==> config.mk <==
export PLATFORM = sky130hd
export DESIGN_NAME = i2c_master_ctrl
export DESIGN_NICKNAME = d
export VERILOG_FILES = /design/src/rtl/i2c_master_ctrl.sv
export SDC_FILE = /design/constraint.sdc
export NUM_CORES = 1
export LEC_CHECK = 0
export CAP_MARGIN = 10
export CORE_MARGIN = 5
export CORE_UTILIZATION = 56
export DETAILED_ROUTE_END_ITERATION = 6
export HOLD_SLACK_MARGIN = 0.03
export PLACE_DENSITY = 0.88
export SKIP_LAST_GASP = 1
export SYNTH_ARGS = -nofsm -noshare
export SYNTH_HDL_FRONTEND = slang
export SYNTH_SLANG_ARGS = --single-unit
==> constraint.sdc <==
create_clock -name pclk -period 3.6 [get_ports pclk]
set_clock_uncertainty 0.15 [all_clocks]
set_input_delay 0.54 -clock pclk [delete_from_list [all_inputs] [get_ports pclk]]
set_output_delay 0.54 -clock pclk [all_outputs]
set_load 0.01 [all_outputs]
==> src/rtl/i2c_master_ctrl.sv <==
`default_nettype none
// ============================================================================
// Module : i2c_master_ctrl
// Byte-level open-drain I2C master; each command runs as SCL quarter periods.
// Rev    : 1.0
// ============================================================================
module i2c_master_ctrl #(
    parameter int QDIV = 10
) (
    input  logic       pclk,
    input  logic       areset,
    input  logic       cmd_valid,
    output logic       cmd_ready,
    input  logic [1:0] cmd_op,
    input  logic [7:0] cmd_data,
    input  logic       cmd_ack,
    output logic       rsp_valid,
    output logic [7:0] rsp_data,
    output logic       rsp_nack,
    output logic       rsp_err,
    output logic       busy,
    output logic       scl_o,
    output logic       scl_oen,
    output logic       sda_o,
    output logic       sda_oen,
    input  logic       scl_i,
    input  logic       sda_i
);

    localparam logic [1:0]  OP_START = 2'b00;
    localparam logic [1:0]  OP_WRITE = 2'b01;
    localparam logic [1:0]  OP_READ  = 2'b10;
    localparam logic [15:0] QLAST    = 16'(QDIV - 1);

    typedef enum logic [2:0] {
        S_IDLE  = 3'd0,
        S_HOLD  = 3'd1,
        S_START = 3'd2,
        S_WRITE = 3'd3,
        S_READ  = 3'd4,
        S_STOP  = 3'd5
    } state_t;

    state_t      r_state, w_state_n;
    logic [1:0]  r_quarter, w_quarter_n;
    logic [15:0] r_qcnt, w_qcnt_n;
    logic [3:0]  r_bit, w_bit_n;
    logic [7:0]  r_shreg, w_shreg_n;
    logic        r_ack, w_ack_n;
    logic        r_scl_oen, w_scl_oen_n;
    logic        r_sda_oen, w_sda_oen_n;
    logic        w_rsp_valid_n, w_rsp_err_n, w_rsp_nack_n, w_busy_n;
    logic [7:0]  w_rsp_data_n;
    logic        w_accept, w_stall, w_qend, w_last_bit;

    assign scl_o     = 1'b0;
    assign sda_o     = 1'b0;
    assign scl_oen   = r_scl_oen;
    assign sda_oen   = r_sda_oen;
    assign cmd_ready = (r_state == S_IDLE) || (r_state == S_HOLD);
    assign w_accept  = cmd_valid && cmd_ready;

    // A released SCL that still reads low is a slave stretching the clock.
    assign w_stall    = !r_scl_oen && !scl_i;
    assign w_qend     = (r_qcnt == QLAST);
    assign w_last_bit = ((r_state == S_WRITE) || (r_state == S_READ)) ? (r_bit == 4'd8) : 1'b1;

    always_ff @(posedge pclk or posedge areset) begin
        if (areset) begin
            r_state   <= S_IDLE;
            r_quarter <= 2'd0;
            r_qcnt    <= 16'd0;
            r_bit     <= 4'd0;
            r_shreg   <= 8'h00;
            r_ack     <= 1'b0;
            r_scl_oen <= 1'b0;
            r_sda_oen <= 1'b0;
            rsp_valid <= 1'b0;
            rsp_err   <= 1'b0;
            rsp_nack  <= 1'b0;
            rsp_data  <= 8'h00;
            busy      <= 1'b0;
        end else begin
            r_state   <= w_state_n;
            r_quarter <= w_quarter_n;
            r_qcnt    <= w_qcnt_n;
            r_bit     <= w_bit_n;
            r_shreg   <= w_shreg_n;
            r_ack     <= w_ack_n;
            r_scl_oen <= w_scl_oen_n;
            r_sda_oen <= w_sda_oen_n;
            rsp_valid <= w_rsp_valid_n;
            rsp_err   <= w_rsp_err_n;
            rsp_nack  <= w_rsp_nack_n;
            rsp_data  <= w_rsp_data_n;
            busy      <= w_busy_n;
        end
    end

    always_comb begin
        w_state_n     = r_state;
        w_quarter_n   = r_quarter;
        w_qcnt_n      = r_qcnt;
        w_bit_n       = r_bit;
        w_shreg_n     = r_shreg;
        w_ack_n       = r_ack;
        w_rsp_valid_n = 1'b0;
        w_rsp_err_n   = 1'b0;
        w_rsp_nack_n  = rsp_nack;
        w_rsp_data_n  = rsp_data;
        w_busy_n      = busy;

        case (r_state)
            S_IDLE: begin
                if (w_accept) begin
                    if (cmd_op == OP_START) begin
                        w_state_n   = S_START;
                        w_quarter_n = 2'd0;
                        w_qcnt_n    = 16'd0;
                        w_bit_n     = 4'd0;
                    end else begin
                        w_rsp_valid_n = 1'b1;
                        w_rsp_err_n   = 1'b1;
                    end
                end
            end
            S_HOLD: begin
                if (w_accept) begin
                    case (cmd_op)
                        OP_START: w_state_n = S_START;
                        OP_WRITE: w_state_n = S_WRITE;
                        OP_READ:  w_state_n = S_READ;
                        default:  w_state_n = S_STOP;
                    endcase
                    w_quarter_n = 2'd0;
                    w_qcnt_n    = 16'd0;
                    w_bit_n     = 4'd0;
                    w_shreg_n   = cmd_data;
                    w_ack_n     = cmd_ack;
                end
            end
            default: begin
                if (!w_stall) begin
                    if (w_qend) begin
                        w_qcnt_n    = 16'd0;
                        w_quarter_n = r_quarter + 2'd1;
                        if (r_quarter == 2'd2 && r_state == S_READ && r_bit < 4'd8)
                            w_shreg_n = {r_shreg[6:0], sda_i};
                        if (r_quarter == 2'd2 && r_state == S_WRITE && r_bit == 4'd8)
                            w_rsp_nack_n = sda_i;
                        if (r_quarter == 2'd3) begin
                            w_bit_n = r_bit + 4'd1;
                            if (w_last_bit) begin
                                w_bit_n       = 4'd0;
                                w_rsp_valid_n = 1'b1;
                                w_state_n     = S_HOLD;
                                case (r_state)
                                    S_START: w_busy_n = 1'b1;
                                    S_READ:  w_rsp_data_n = r_shreg;
                                    S_STOP: begin
                                        w_state_n = S_IDLE;
                                        w_busy_n  = 1'b0;
                                    end
                                    default: ;
                                endcase
                            end
                        end
                    end else begin
                        w_qcnt_n = r_qcnt + 16'd1;
                    end
                end
            end
        endcase
    end

    // Line drive is derived from the upcoming state so it changes on the quarter boundary.
    always_comb begin
        w_scl_oen_n = r_scl_oen;
        w_sda_oen_n = r_sda_oen;
        case (w_state_n)
            S_START: begin
                case (w_quarter_n)
                    2'd0:    w_sda_oen_n = 1'b0;
                    2'd1:    w_scl_oen_n = 1'b0;
                    2'd2:    w_sda_oen_n = 1'b1;
                    default: w_scl_oen_n = 1'b1;
                endcase
            end
            S_WRITE, S_READ: begin
                case (w_quarter_n)
                    2'd0: begin
                        w_scl_oen_n = 1'b1;
                        if (w_bit_n == 4'd8)
                            w_sda_oen_n = (w_state_n == S_READ) ? !w_ack_n : 1'b0;
                        else
                            w_sda_oen_n = (w_state_n == S_WRITE) ? !w_shreg_n[3'd7 - w_bit_n[2:0]] : 1'b0;
                    end
                    2'd1, 2'd2: w_scl_oen_n = 1'b0;
                    default:    w_scl_oen_n = 1'b1;
                endcase
            end
            S_STOP: begin
                case (w_quarter_n)
                    2'd0: begin
                        w_scl_oen_n = 1'b1;
                        w_sda_oen_n = 1'b1;
                    end
                    2'd1:    w_scl_oen_n = 1'b0;
                    2'd2:    w_sda_oen_n = 1'b0;
                    default: ;
                endcase
            end
            default: ;
        endcase
    end

endmodule
`default_nettype wire

==> results of run 1 <==
[sequential cells by signal (all words and copies together) (netlist names), 2 cells and up]
name,flops
r_state,3
r_shreg,8
r_quarter,2
r_bit,4
rsp_data,8
r_qcnt,16
[worst min-delay path by stage]
stage / start / endpoint / cells after the start
2_1_floorplan: r_ack$_DFF_PP0_ / r_ack$_DFF_PP0_ / 2
3_3_place_gp: r_ack$_DFF_PP0_ / r_ack$_DFF_PP0_ / 2
3_5_place_dp: r_ack$_DFF_PP0_ / r_ack$_DFF_PP0_ / 2
4_1_cts: r_ack$_DFF_PP0_ / r_ack$_DFF_PP0_ / 2
5_1_grt: r_ack$_DFF_PP0_ / r_ack$_DFF_PP0_ / 2
6_report: r_ack$_DFF_PP0_ / r_ack$_DFF_PP0_ / 2
[cell families (layout without fill, tap and decap cells)]
logic type,after synthesis,in the layout,synth area share [%]
AO/OA/AOI/OAI,73,73,18.5
XOR/XNOR,6,6,1.90
adder cells (fa/ha/maj),9,9,4.07
buffers and inverters,27,61,4.20
flip-flops,48,48,43.4
multiplexers,12,12,5.24
other,1,2,0.135
AND/OR/NAND/NOR,108,108,22.6
[per-stage QoR]
step                instance area, um2  total power, mW
floorplan                         2770            0.876
finish                            3260             1.39
global placement                  3140            0.979
global route                      3260             1.48
detailed placement                3140            0.993
CTS                               3260             1.40
[layout make-up]
type                            instances  area share (%)
Inverter                               18            2.07
Timing Repair Buffer                   35            10.4
Sequential cell                        48            36.9
Clock inverter                          3            1.42
Clock buffer                            5            2.11
Multi-Input combinational cell        210            44.6
Tap cell                               67            2.57
[critical path, cell delays in order, from the launching register on]
cell and delay [ns]:
dfrtp_1 0.43, ha_1 0.21, nor3b_2 0.17, and4_1 0.32, nor2_1 0.41, nor2_1 0.16, o21ai_0 0.27, inv_1 0.11
ha_1 0.27, o311ai_0 0.38, nand2_1 0.11, mux2_2 0.27
[power groups by stage]
stage               sequential [mW]  combinational (mW)  clock, mW
CTS                           0.627               0.359      0.414
finish                        0.628               0.357      0.400
detailed placement            0.637               0.355          0
global route                  0.636               0.402      0.438
global placement              0.635               0.344          0
floorplan                     0.628               0.248          0
[per-layer routing]
metal	GRT usage [%]	vias to the layer above	wire length (um)
li1	-	1108	-
met1	26.7	1123	2640
met2	33.4	75	2990
met3	5.16	12	274
met4	9.29	0	106
met5	0	-	0
[cells in the final DEF (no fill, tap or decap), types with 6 or more instances in the layout]
cell type        count
and3_1               6
ha_1                 9
a21oi_1              6
nand2_1             25
nor2_1              26
o21ai_0             22
mux2_2              10
o22ai_1              9
nand4_1              7
clkdlybuf4s50_1     30
inv_1               17
nand3_1             13
dfrtp_1             48
==> run_results.csv, run 1 <==
group,metric,value,unit
run_status,status,"finished, final reports clean",
pwr,swShare,31.3,%
sta,period_share,93.4,%
cts,cts_buffer_depth,2,
cts,cts_sinks,48,
critical_path,worstPathRequired,3.65,ns
sta,maxSlewHeadroom,34.5,%
critical_path,rr_worst_depth,11,
floorplanning,start_util,58.2,%
cts,cts.clk_slew.worst_paths,0.09,ns
sta,slew_violations,0,
floorplanning,die_w,80.3,um
finish,area_growth,17.8,%
finish,drive_gt1_share,12.9,%
floorplanning,die_h,80.3,um
cts,holdBufCountCts,0,
critical_path,crit_start,"r_qcnt[0]$_DFFE_PP0P_",
pwr,pwr-share-clk,28.9,%
detailed_routing,antenna_left,0,
cts,cts_tree,"yes",
finish,multi_input_area,1450,um2
finish,nets,343,
detailed_routing,postRouteWirelength,6.01,mm
critical_path,worst-path-max-fanout,9,
global_route,grt.overflow.total,0,
global_route,gr-usage-all-layers,20.9,%
detailed_routing,num_vias,2318,
sta,finalHoldViolCount,0,
detailed_routing,wl_per_cell,15.6,um
critical_path,crit-reg2reg-launch,"r_qcnt[0]$_DFFE_PP0P_",
floorplanning,io_pins,33,
critical_path,crit_type,"reg -> reg",
pwr,power_leakage,1.42,nW
global_route,antenna_found_initial,0,
critical_path,cp-end-kind,"flip-flop",
sta,setup_viol,0,
finish,regArea,1200,um2
yosys,netlist_area,2770,um2
cts,worstSkewPairLatency,0.31,ns
pwr,combPwrFrac,25.8,%
finish,fill_cells,381,
sta,rsz0062_at_grt,"no",
global_route,grt_pass1_wl,10.4,mm
yosys,async_reset_ff_share,100,%
cts,clockRootBuffer,"clkbuf_8",
yosys,synth-edff-count,0,
yosys,yosysTopAreaCellShare,43.4,%
finish,utilization,68.6,%
detailed_routing,dr.first_iter.drc_count,148,
detailed_routing,drtPass1Iterations,4,
pwr,p_sw,0.434,mW
yosys,synth_most_common_cell,"dfrtp_1",
yosys,synthCells,284,
yosys,ys_types,60,
finish,n_antenna_cell,0,
yosys,ys_top_cells_by_area,"dfrtp_1, ha_1, mux2_2",
placement,gp_congestion,0.896,
sta,finalSetupTns,0,ns
pwr,p_per_area,425,nW/um2
cts,htreeDepth,2,
detailed_routing,vias_per_cell,6.01,
pwr,irDropWorstVdd,0.295,mV
sta,finalWorstSetupSlack,0.239,ns
worst_hold_path,hold_path.class,"reg -> reg",
critical_path,startpoint_type,"flip-flop",
detailed_routing,drt_drc_violations_left,0,
global_route,grt_max_degree,49,
sta,clock.fmax,298,MHz
finish,fin_cells,386,
cts,ctsResizeCount,0,
floorplanning,die-area,6450,um2
placement,place_hpwl,4.37,mm
critical_path,r2r_end,"scl_oen$_DFFE_PP0P_",
placement,dp.cells,378,
sta,tightest_slew,0.982,ns
flow_run,maxCapViolations,0,
yosys,yosys_warnings,0,
sta,timing.hold.ws,0.338,ns
pwr,p_seq_share,45.3,%
pwr,internal_power,0.952,mW
placement,io_buffers,30,
critical_path,r2r_slack,0.24,ns
yosys,synth_common_cells,"dfrtp_1, nor2_1, nand2_1, o21ai_0, inv_1",
cts,cts_setup_buffers,0,
global_route,grt_pass1_vias,2213,
placement,dpl_worst_slack,0.200,ns
yosys,yosysTopAreaCell,"dfrtp_1",
critical_path,endpoint,"scl_oen$_DFFE_PP0P_",
floorplanning,std_cell_rows,25,
yosys,yosysSeqAreaShare,43.4,%
yosys,avgSynthCellArea,9.75,um2
yosys,synth_seq_cells,48,
sta,layout_min_cycle_time,3.36,ns
floorplanning,core_area,4750,um2
critical_path,crit_arrival,3.41,ns
yosys,yosys_most_used_dff,"dfrtp_1",
cts,cts_buffers,5,
Power figures use the tool's default switching activity.
==> run 2: changes to the inputs <==
PLACE_DENSITY = unset   (was 0.88)
PLACE_DENSITY_LB_ADDON = 0.3   (was unset)
==> run_results.csv, run 2 (synthesis gave the netlist of run 1 again) <==
group,metric,value,unit
sta,tightest_slew,0.966,ns
critical_path,crit-reg2reg-launch,"r_qcnt[1]$_DFFE_PP0P_",
sta,finalSetupTns,0,ns
pwr,irDropWorstVdd,0.306,mV
sta,rsz0062_at_grt,"no",
critical_path,crit_path_max_incr_delay,0.47,ns
cts,holdBufCountCts,0,
sta,setup_viol,0,
critical_path,cp_slowest_cell,"and4_1",
cts,worstSkewPairLatency,0.31,ns
critical_path,crit_chain,"inv_1, ha_1, nor3b_2, and4_1, nor2_2, nor2_1, o21ai_0, buf_4, ha_1, o311ai_0, nand2_1, mux2_2",
detailed_routing,num_vias,2285,
finish,largest_reg_flops,16,
sta,finalWorstSetupSlack,0.402,ns
floorplanning,start_util,58.2,%
floorplanning,die_w,80.3,um
cts,cts.clk_slew.worst_paths,0.09,ns
floorplanning,die_h,80.3,um
global_route,grt_pass1_wl,9.80,mm
detailed_routing,postRouteWirelength,5.96,mm
floorplanning,io_pins,33,
sta,layout_min_cycle_time,3.20,ns
cts,clockRootBuffer,"clkbuf_8",
cts,htreeDepth,2,
global_route,grt_max_degree,49,
critical_path,worst-path-max-fanout,9,
flow_run,maxCapViolations,0,
critical_path,worstPathRequired,3.65,ns
global_route,antenna_found_initial,0,
finish,final_common_cell,"dfrtp_1",
detailed_routing,wl_per_cell,15.4,um
placement,place_hpwl,4.37,mm
critical_path,r2r_slack,0.40,ns
critical_path,crit_arrival,3.25,ns
finish,top_register,"r_qcnt",
critical_path,crit_start,"r_qcnt[1]$_DFFE_PP0P_",
pwr,p_per_area,408,nW/um2
cts,cts_buffer_depth,2,
floorplanning,die-area,6450,um2
finish,final_cell_mix,"dfrtp_1, clkdlybuf4s50_1, nor2_1, nand2_1, o21ai_0",
finish,drive_gt1_share,13.4,%
sta,timing.hold.ws,0.342,ns
critical_path,rr_worst_depth,12,
detailed_routing,dr.first_iter.drc_count,131,
finish,n_antenna_cell,0,
global_route,grt_pass1_vias,2139,
floorplanning,core_area,4750,um2
finish,reg_top3,"r_qcnt (16), r_shreg (8), rsp_data (8)",
cts,cts_buffers,5,
critical_path,startpoint_type,"flip-flop",
placement,io_buffers,30,
critical_path,r2r_end,"scl_oen$_DFFE_PP0P_",
worst_hold_path,hold_path.class,"reg -> reg",
finish,nets,344,
critical_path,cp-end-kind,"flip-flop",
pwr,power_leakage,1.42,nW
detailed_routing,vias_per_cell,5.90,
detailed_routing,drt_drc_violations_left,0,
sta,clock.fmax,313,MHz
sta,finalHoldViolCount,0,
finish,area_growth,17.5,%
detailed_routing,antenna_left,0,
placement,dpl_worst_slack,0.241,ns
finish,utilization,68.4,%
sta,maxSlewHeadroom,35.5,%
critical_path,worst_path_most_repeated_cell,"ha_1",
detailed_routing,drtPass1Iterations,4,
global_route,grt.overflow.total,0,
critical_path,endpoint,"scl_oen$_DFFE_PP0P_",
placement,gp_congestion,0.874,
pwr,finalPower,1.33,mW
critical_path,crit_type,"reg -> reg",
global_route,gr-usage-all-layers,19.5,%
cts,cts_sinks,48,
sta,slew_violations,0,
cts,cts_tree,"yes",
run_status,status,"finished, final reports clean",
sta,period_share,88.8,%
floorplanning,std_cell_rows,25,
run 2: cell types whose count changed in the layout (fill, tap and decap cells not counted), sizes merged:
cell,previous run,this run
buf,5,6
bufinv,1,0
clkbuf,5,6
clkinv,0,1
clkinvlp,1,0
run 2: worst max-delay path: cells and delay by family, from the launching register on:
kind	cells	cell delay (ns)
DFF	1	0.41
adders and majority gates	2	0.33
AOI/OAI and AO/OA	2	0.48
and+or+nand+nor	5	1.22
muxes	1	0.27
buffers and inverters	2	0.24
run 2: what timing repair did:
item	CTS	global route
resized for setup	0	1
setup buffers	0	0
setup endpoints to repair	0	1
run 2: per-layer routing:
metal | up-vias | part of all wire (%) | track usage (%)
met5 | - | 0 | 0
met1 | 1084 | 44 | 25.1
met2 | 70 | 50 | 32.4
met4 | 0 | 1.9 | 8.78
met3 | 13 | 4.3 | 2.91
li1 | 1118 | - | -
run 2: final cells by class:
type,instances,area (um2)
sequential,48,1200
multi-input combinational,210,1460
clock buffer,6,82.6
fill,370,1500
inverter,18,67.6
clock inverter,2,13.8
timing repair buffer,36,345
tap,67,83.8
run 2: report_power, final:
part	internal (mW)	switching (mW)
sequential	0.579	0.0423
clock	0.157	0.184
combinational	0.162	0.201
total	0.898	0.428
run 2: stage by stage:
step	cells	area [um2]
global placement	379	3150
global route	387	3250
finish	387	3250
floorplan	285	2770
detailed placement	379	3150
CTS	387	3250
run 2: how the worst min path moves through the flow:
stage,startpoint,endpoint,slack (ns),cells past startpoint
after floorplan,r_ack$_DFF_PP0_,r_ack$_DFF_PP0_,0.28,2
after global placement,r_ack$_DFF_PP0_,r_ack$_DFF_PP0_,0.30,2
after detailed placement,r_ack$_DFF_PP0_,r_ack$_DFF_PP0_,0.32,2
after CTS,r_ack$_DFF_PP0_,r_ack$_DFF_PP0_,0.35,2
after global routing,r_ack$_DFF_PP0_,r_ack$_DFF_PP0_,0.37,2
final,r_ack$_DFF_PP0_,r_ack$_DFF_PP0_,0.34,2
==> run 3: changes to the inputs <==
clock period = 3.5 ns   (was 3.6 ns; I/O delays follow)
==> run_results.csv, run 3 (synthesis gave the netlist of run 1 again) <==
group,metric,value,unit
run_status,status,"finished, final reports clean",
floorplanning,std_cell_rows,25,
pwr,combPwrFrac,28.3,%
floorplanning,core_area,4750,um2
detailed_routing,drtPass1Iterations,4,
finish,nets,346,
detailed_routing,drt_drc_violations_left,0,
cts,cts.clk_slew.worst_paths,0.09,ns
global_route,antenna_found_initial,0,
cts,htreeDepth,2,
floorplanning,die_h,80.3,um
worst_hold_path,min_path_cells,2,
critical_path,worst-path-max-fanout,9,
cts,clockRootBuffer,"clkbuf_8",
floorplanning,io_pins,33,
floorplanning,start_util,58.2,%
detailed_routing,postRouteWirelength,6.13,mm
finish,final_common_cell,"dfrtp_1",
worst_hold_path,hp-start,"r_ack$_DFF_PP0_",
cts,cts_tree,"yes",
sta,clock.fmax,316,MHz
detailed_routing,antenna_left,0,
critical_path,cp_slowest_cell,"a311oi_1",
detailed_routing,vias_per_cell,5.92,
critical_path,cp-end-kind,"flip-flop",
floorplanning,die_w,80.3,um
finish,largest_reg_flops,16,
critical_path,cp_top_family,"compound AO/OA/AOI/OAI gates",
finish,reg_top3,"r_qcnt (16), r_shreg (8), rsp_data (8)",
finish,n_antenna_cell,0,
detailed_routing,dr.first_iter.drc_count,119,
critical_path,rr_worst_depth,10,
critical_path,crit_chain,"inv_1, ha_1, nor3b_2, and4_1, nand2_2, o221a_2, a311oi_1, nand4b_1, a311o_1, o31ai_1",
worst_hold_path,min_to,"r_ack$_DFF_PP0_",
finish,area_growth,17.8,%
cts,cts_buffer_depth,2,
sta,maxSlewHeadroom,34.5,%
cts,worstSkewPairLatency,0.30,ns
cts,cts_buffers,5,
finish,drive_gt1_share,13.4,%
worst_hold_path,hold_path.class,"reg -> reg",
sta,tightest_slew,0.981,ns
cts,cts_setup_buffers,0,
global_route,grt.overflow.total,0,
placement,io_buffers,30,
critical_path,startpoint_type,"flip-flop",
detailed_routing,num_vias,2301,
flow_run,maxCapViolations,0,
sta,finalSetupTns,0,ns
critical_path,r2r_end,"sda_oen$_DFFE_PP0P_",
sta,finalHoldViolCount,0,
detailed_routing,wl_per_cell,15.7,um
critical_path,crit-reg2reg-launch,"r_qcnt[1]$_DFFE_PP0P_",
global_route,gr-usage-all-layers,20.5,%
finish,final_cell_mix,"dfrtp_1, clkdlybuf4s50_1, nor2_1",
critical_path,crit_type,"reg -> reg",
sta,period_share,90.5,%
global_route,grt_pass1_vias,2306,
cts,cts_sinks,48,
critical_path,crit_path_max_incr_delay,0.47,ns
pwr,irDropWorstVdd,0.315,mV
pwr,p_sw,0.436,mW
floorplanning,die-area,6450,um2
global_route,grt_pass1_wl,10.5,mm
pwr,p_seq_share,46.9,%
sta,timing.hold.ws,0.335,ns
pwr,swShare,31.8,%
sta,slew_violations,0,
critical_path,crit_arrival,3.22,ns
sta,setup_viol,0,
pwr,pwr-share-clk,24.8,%
pwr,internal_power,0.933,mW
pwr,p_per_area,420,nW/um2
sta,layout_min_cycle_time,3.17,ns
critical_path,r2r_slack,0.33,ns
placement,place_hpwl,4.56,mm
finish,top_register,"r_qcnt",
critical_path,worstPathRequired,3.55,ns
critical_path,crit_start,"r_qcnt[1]$_DFFE_PP0P_",
pwr,power_leakage,1.42,nW
placement,gp_congestion,0.854,
global_route,grt_max_degree,49,
sta,rsz0062_at_grt,"no",
critical_path,crit_buf_inv,1,
run 3: layer usage:
layer | up-vias | track usage, % | wire length [um]
li1 | 1108 | - | -
met1 | 1123 | 27.1 | 2740
met2 | 61 | 34.4 | 3050
met3 | 9 | 3.59 | 239
met4 | 0 | 6.25 | 94
met5 | - | 0 | 0
run 3: stage by stage:
step | area [um2] | setup WS, ns | cells | power [mW] | utilization, %
final | 3260 | 0.333 | 389 | 1.37 | 68.6
after global routing | 3260 | 0.102 | 389 | 1.45 | 68.6
after CTS | 3260 | 0.258 | 389 | 1.37 | 68.6
after detailed placement | 3170 | 0.0906 | 381 | 1.04 | 66.6
after global placement | 3170 | 0.290 | 381 | 1.02 | 66.6
after floorplan | 2770 | 0.418 | 285 | 0.901 | -
run 3: how the worst max path moves through the flow:
stage               slack [ns]  cells past startpoint                  end
detailed placement        0.09                     10  scl_oen$_DFFE_PP0P_
finish                    0.33                     10  sda_oen$_DFFE_PP0P_
floorplan                 0.42                     13  scl_oen$_DFFE_PP0P_
global placement          0.29                     10  scl_oen$_DFFE_PP0P_
global route              0.10                     11  scl_oen$_DFFE_PP0P_
CTS                       0.26                     11  scl_oen$_DFFE_PP0P_
run 3: area by class of cell:
class / instances / area [um2]
timing repair buffer: 38 / 360
sequential: 48 / 1200
inverter: 18 / 67.6
fill: 376 / 1490
clock inverter: 1 / 7.51
clock buffer: 7 / 86.3
multi-input combinational: 210 / 1450
tap: 67 / 83.8
run 3: worst reg2reg max path: cells and delay by family (launching register included):
family | cells | cell delay [ns]
adder cells (fa/ha/maj) | 1 | 0.14
AO/OA/AOI/OAI | 4 | 1.20
flip-flops | 1 | 0.41
buffers and inverters | 1 | 0.07
AND/OR/NAND/NOR | 4 | 1.12
run 3: power groups by stage:
stage	clock network, mW	logic [mW]	registers [mW]
after floorplan	0	0.256	0.645
after global placement	0	0.372	0.648
after detailed placement	0	0.385	0.651
after CTS	0.345	0.387	0.640
after global routing	0.369	0.433	0.649
final	0.339	0.388	0.641
run 3: timing repair:
action / CTS / global route
hold buffers: 0 / 0
endpoints found under the setup margin: 0 / 1
gates resized for setup: 0 / 1
